<file path="src/rtl/multicycle_ctrl.sv">
// Multicycle fetch/decode/execute controller: drives the PC mux, register-file
// addresses, ALU opcode and write strobe, and counts retired instructions.
module multicycle_ctrl #(
  parameter int IW   = 16,
  parameter int OPW  = 5,
  parameter int RAW  = 4,
  parameter int OFFW = 10,
  parameter int CNTW = 16,
  parameter logic [OPW-1:0] OP_NOP  = '0,
  parameter logic [OPW-1:0] OP_BR   = 5'h10,
  parameter logic [OPW-1:0] OP_BZ   = 5'h11,
  parameter logic [OPW-1:0] OP_ST   = 5'h18,
  parameter logic [OPW-1:0] OP_HALT = 5'h1F
) (
  input  logic            clk,
  input  logic            rst,
  input  logic [IW-1:0]   imem_data,
  input  logic            imem_ready,
  output logic            imem_req,
  input  logic            stall,
  input  logic            zero_flag,
  output logic            en_pc_2,
  output logic            pc_inc,
  output logic            branch_en,
  output logic [OFFW-1:0] pc_offset,
  output logic [RAW-1:0]  src_reg,
  output logic [RAW-1:0]  dst_reg,
  output logic [RAW-1:0]  wr_reg,
  output logic [OPW-1:0]  op_code,
  output logic            wr_en,
  output logic [5:0]      fsm_state,
  output logic            halted,
  output logic [CNTW-1:0] retired
);

  typedef enum logic [5:0] {
    S_FETCH  = 6'b000001,
    S_DECODE = 6'b000010,
    S_READ   = 6'b000100,
    S_EXEC   = 6'b001000,
    S_WB     = 6'b010000,
    S_HALT   = 6'b100000
  } state_t;

  state_t        state, state_n;
  logic [IW-1:0] ir;
  logic          ir_load;
  logic          ret_inc;

  assign op_code   = ir[IW-1 -: OPW];
  assign dst_reg   = ir[IW-OPW-1 -: RAW];
  assign src_reg   = ir[IW-OPW-RAW-1 -: RAW];
  assign wr_reg    = dst_reg;
  assign pc_offset = ir[OFFW-1:0];
  assign fsm_state = state;
  assign halted    = (state == S_HALT);

  always_ff @(posedge clk or posedge rst) begin
    if (rst) begin
      state   <= S_FETCH;
      ir      <= '0;
      retired <= '0;
    end else begin
      state <= state_n;
      if (ir_load) ir <= imem_data;
      if (ret_inc) retired <= retired + CNTW'(1);
    end
  end

  // Every transition and strobe is gated by stall, so a stalled cycle is a no-op.
  always_comb begin
    state_n   = state;
    ir_load   = 1'b0;
    ret_inc   = 1'b0;
    imem_req  = 1'b0;
    pc_inc    = 1'b0;
    en_pc_2   = 1'b0;
    branch_en = 1'b0;
    wr_en     = 1'b0;
    case (state)
      S_FETCH: begin
        imem_req = 1'b1;
        if (imem_ready && !stall) begin
          ir_load = 1'b1;
          state_n = S_DECODE;
        end
      end
      S_DECODE: begin
        if (!stall) begin
          pc_inc  = 1'b1;
          en_pc_2 = 1'b1;
          if (op_code == OP_HALT) begin
            state_n = S_HALT;
          end else if (op_code == OP_NOP) begin
            state_n = S_FETCH;
            ret_inc = 1'b1;
          end else begin
            state_n = S_READ;
          end
        end
      end
      S_READ: begin
        if (!stall) state_n = S_EXEC;
      end
      S_EXEC: begin
        if (!stall) begin
          if (op_code == OP_BR || (op_code == OP_BZ && zero_flag)) begin
            branch_en = 1'b1;
            pc_inc    = 1'b1;
            state_n   = S_FETCH;
            ret_inc   = 1'b1;
          end else if (op_code == OP_BZ || op_code == OP_ST) begin
            state_n = S_FETCH;
            ret_inc = 1'b1;
          end else begin
            state_n = S_WB;
          end
        end
      end
      S_WB: begin
        if (!stall) begin
          wr_en   = 1'b1;
          state_n = S_FETCH;
          ret_inc = 1'b1;
        end
      end
      S_HALT: state_n = S_HALT;
      // Upset recovery: any non-one-hot code falls back to FETCH.
      default: state_n = S_FETCH;
    endcase
  end

endmodule

</file>
<file path="config.mk">
export PLATFORM = sky130hd
export DESIGN_NAME = multicycle_ctrl
export DESIGN_NICKNAME = d
export VERILOG_FILES = /design/src/rtl/multicycle_ctrl.sv
export SDC_FILE = /design/constraint.sdc
export NUM_CORES = 1
export LEC_CHECK = 0
export BUFFER_PORTS_ARGS = -buffer_cell sky130_fd_sc_hd__buf_2
export CORE_UTILIZATION = 40
export CTS_CLUSTER_DIAMETER = 200
export CTS_CLUSTER_SIZE = 20
export DETAILED_ROUTE_END_ITERATION = 7
export MAX_ROUTING_LAYER = met4
export PLACE_DENSITY = 0.68
export SYNTH_ARGS = -nofsm -noshare
export SYNTH_HDL_FRONTEND = slang
export SYNTH_SLANG_ARGS = --single-unit
</file>
<file path="constraint.sdc">
create_clock -name clk -period 2.8 [get_ports clk]
set_input_delay 0.28 -clock clk [delete_from_list [all_inputs] [get_ports clk]]
set_output_delay 0.28 -clock clk [all_outputs]
set_load 0.1 [all_outputs]
</file>
==> metrics.log <==
INFO  metric synth_common_cells = sky130_fd_sc_hd__dfrtp_1, sky130_fd_sc_hd__mux2_2, sky130_fd_sc_hd__xnor2_1, sky130_fd_sc_hd__nor2_1, sky130_fd_sc_hd__buf_4
INFO  metric synth.distinct_cells = 44
INFO  metric rsz0062_at_grt = false
INFO  metric startpoint = fsm_state[4]
INFO  metric cts.sinks = 38
INFO  metric detail_route.vias_per_cell = just under 5
INFO  metric outcome = finished, final reports clean
INFO  metric yosys_register_bits = 38
INFO  metric io_pins = 76
INFO  metric clock_latency_of_the_later_clocked_register_in_the_worst_skew_pair = 0.30 ns
INFO  metric cts_buffer_depth = 2
INFO  metric synth_fa_ha_area_share = less than 1%
INFO  metric root_buffer = sky130_fd_sc_hd__clkbuf_8
INFO  metric worst_slack_at_placement = 0.244 ns
INFO  metric netlist_area = 2010 sq um
INFO  metric effective_utilization_at_floorplan = 41.9%
INFO  metric cts_tree = built
INFO  metric hpwlAfterDp = approximately 3.1 mm
INFO  metric design.die.area = around 5300 sq um
INFO  metric critical_path.startpoint_type = flop
INFO  metric finish.net_count = 268
INFO  metric post-cts-setup-buffer-count = 0
INFO  metric vias_in_the_first_global_route = 1406
INFO  metric multi_input_area = 901 sq um
INFO  metric core_region_area = 4790 sq um
INFO  metric syn_area_cell = 11.3 sq um
INFO  metric setup_slack = 0.241 ns
INFO  metric synth.area.mux_share = 10.0%
INFO  metric layout-drive-gt1-share = a little over half
INFO  metric grt_antenna_before_repair = 0
INFO  metric grt_first_pass_wirelength = 6.60 mm
INFO  metric netlist_top_cells_area = sky130_fd_sc_hd__dfrtp_1, sky130_fd_sc_hd__mux2_2, sky130_fd_sc_hd__xnor2_1
INFO  metric seq_total_area_yosys = 47.4%
INFO  metric drt-initial-drc-count = ~110
INFO  metric port-buffer-count = 75
INFO  metric postSynth.asyncResetShare = 100%
INFO  metric first_pass_iters = 4
INFO  metric synth.largest_area_cell = sky130_fd_sc_hd__dfrtp_1
INFO  metric tritoncts.num_buffers = 5
INFO  metric worst_pin_slew = 0.906 ns
INFO  metric antenna_violating_nets_post_route = 0
INFO  metric h-tree-depth = 2
INFO  metric worst_ep_arrival_time = 2.28 ns
INFO  metric drt-total-wl = a little over 4 mm
INFO  metric num_rows = 25
INFO  metric maxClockFrequency = 391 MHz
INFO  metric cts_resized = 0
INFO  metric synthCells = 177
INFO  metric clk_pin_slew_worst_paths = ~0.08 ns
INFO  metric synth_enable_flop_cells = 0
INFO  metric routed_wire_length_per_instance = 13.2 microns
INFO  metric die_width = 72.8 microns
INFO  metric layout.cell_area.non_filler = approximately 2500 sq um
INFO  metric diodes = 0
INFO  metric synth_top_family_by_area = simple AND/OR/NAND/NOR gates
INFO  metric timing.slew.headroom = roughly two fifths
INFO  metric path_type_of_the_worst_setup_path = reg2out
INFO  metric yosysWarnings = 0
INFO  metric worst_clock_skew = between 0.01 and 0.015 ns
INFO  metric post_synth_xor_area_fraction = 7.42%
INFO  metric worstReg2RegStart = fsm_state[4]
INFO  metric timing.hold.worst.class = in2async
INFO  metric layout_overhead_on_the_synthesized_area = 25.7%
INFO  metric finalWeightedCongestion = 0.786
INFO  metric detailroute.via_count = 1544
INFO  metric die_h = ~73 microns
INFO  metric timing.critical_path.to_type = primary output
INFO  metric complex_gate_fraction_of_the_synthesized_area = 5.67%
INFO  metric most_frequent_cell_after_synthesis = sky130_fd_sc_hd__dfrtp_1
INFO  metric worstPathMaxFanout = 11
INFO  metric cts_hold_buffers = 0
INFO  metric utilization = 52.7%
INFO  metric fin_hold_viols = 0
INFO  metric grt_overflow_total = 0
INFO  metric report.final.slew_viol_count = 0
INFO  metric cpMaxStageDelayCell = sky130_fd_sc_hd__or4_4
INFO  metric cpPeakStageDelay = 0.60 ns
INFO  metric maxCapViolCount = 0
INFO  metric grt_start_max_net_pins = 26
INFO  metric yosys_most_used_dff = sky130_fd_sc_hd__dfrtp_1
INFO  metric synth.net_count = 199
INFO  metric fin_tns_setup = 0 ns
INFO  metric setup_viol = 0
INFO  metric drc = 0
INFO  metric worstPathCellList = or4_4 > nor4_4 > or2_4 > buf_2
INFO  metric grt_usage = 17.2%
INFO  metric synth-simple-area-share = 19.5%
INFO  metric final.period_utilization = 91.4%
INFO  metric detailed_place.area = 2390 sq um
INFO  metric fin_crit = 2.56 ns
INFO  metric synth.top_cell.area_share = 46.1%
INFO  metric nFillCells = 453
INFO  metric critical_path_required = 2.52 ns
INFO  metric layout.area.seq = a little under 1000 sq um
==> final cells by class <==
class,instances,share of cell area [%]
multi-input cells,117,35.7
inverters,5,0.744
flip-flops and latches,38,38.2
well taps,67,3.32
clock inverters,3,2.73
repair buffers,79,16.6
clock buffers,5,2.73
==> final timing paths <==
kind	end	slack, ns	cells after the start
min in group clk	ir[8]	0.21	2
worst max register to register	retired[7]	0.26	6
max in group asynchronous	retired[3]	1.90	3
worst min-delay path	retired[0]	0.17	2
worst max-delay path	pc_inc	0.24	4
worst min register to register	retired[10]	0.50	1
==> per-layer routing <==
metal | GRT usage (%) | routed length [microns] | vias to the layer above
li1 | - | - | 758
met1 | 21.9 | 1910 | 728
met2 | 26.0 | 1920 | 53
met3 | 4.70 | 241 | 5
met4 | 7.19 | 59 | 0
met5 | - | 0 | -
==> worst max-delay path, delay by kind of cell (launching register included) <==
kind	cells	cell delay (ns)
flip-flops	1	0.53
buffers and inverters	1	0.41
AND/OR/NAND/NOR	3	1.04
==> layout by cell type, fill, tap and decap left out, types with 2 or more instances in the layout <==
master	instances
sky130_fd_sc_hd__inv_1	5
sky130_fd_sc_hd__xnor2_1	14
sky130_fd_sc_hd__nor2_2	2
sky130_fd_sc_hd__nor3_1	5
sky130_fd_sc_hd__buf_4	3
sky130_fd_sc_hd__dfrtp_2	7
sky130_fd_sc_hd__buf_2	75
sky130_fd_sc_hd__nor4_1	2
sky130_fd_sc_hd__mux2_2	17
sky130_fd_sc_hd__a31oi_1	2
sky130_fd_sc_hd__and2b_2	2
sky130_fd_sc_hd__xor2_1	3
sky130_fd_sc_hd__nand4_1	7
sky130_fd_sc_hd__o21ai_0	2
sky130_fd_sc_hd__a21boi_0	2
sky130_fd_sc_hd__bufinv_16	2
sky130_fd_sc_hd__nor2_1	11
sky130_fd_sc_hd__clkbuf_8	5
sky130_fd_sc_hd__nand3_1	10
sky130_fd_sc_hd__nand2_1	10
sky130_fd_sc_hd__and3_1	2
sky130_fd_sc_hd__dfrtp_1	29
==> cells by family (layout without fill, tap and decap cells) <==
logic type	count (synthesis)	in the layout
fa+ha+maj	1	1
compound gates	14	14
xor+xnor	17	17
buf+inv	22	92
flops	38	38
mux	18	18
simple gates	67	67
==> state kept, by name, summed over array words and instances (netlist names) <==
signal,cells
fsm_state,6
ir,16
retired,16
==> stage by stage <==
stage / hold slack (ns) / std cells
2_1_floorplan: 0.431 / 177
3_3_place_gp: 0.477 / 306
3_5_place_dp: 0.485 / 306
4_1_cts: 0.204 / 314
5_1_grt: 0.201 / 314
6_report: 0.168 / 314
Power is not shown: default switching activity piles up to over one toggle a cycle in this logic, so the estimate is an artifact.
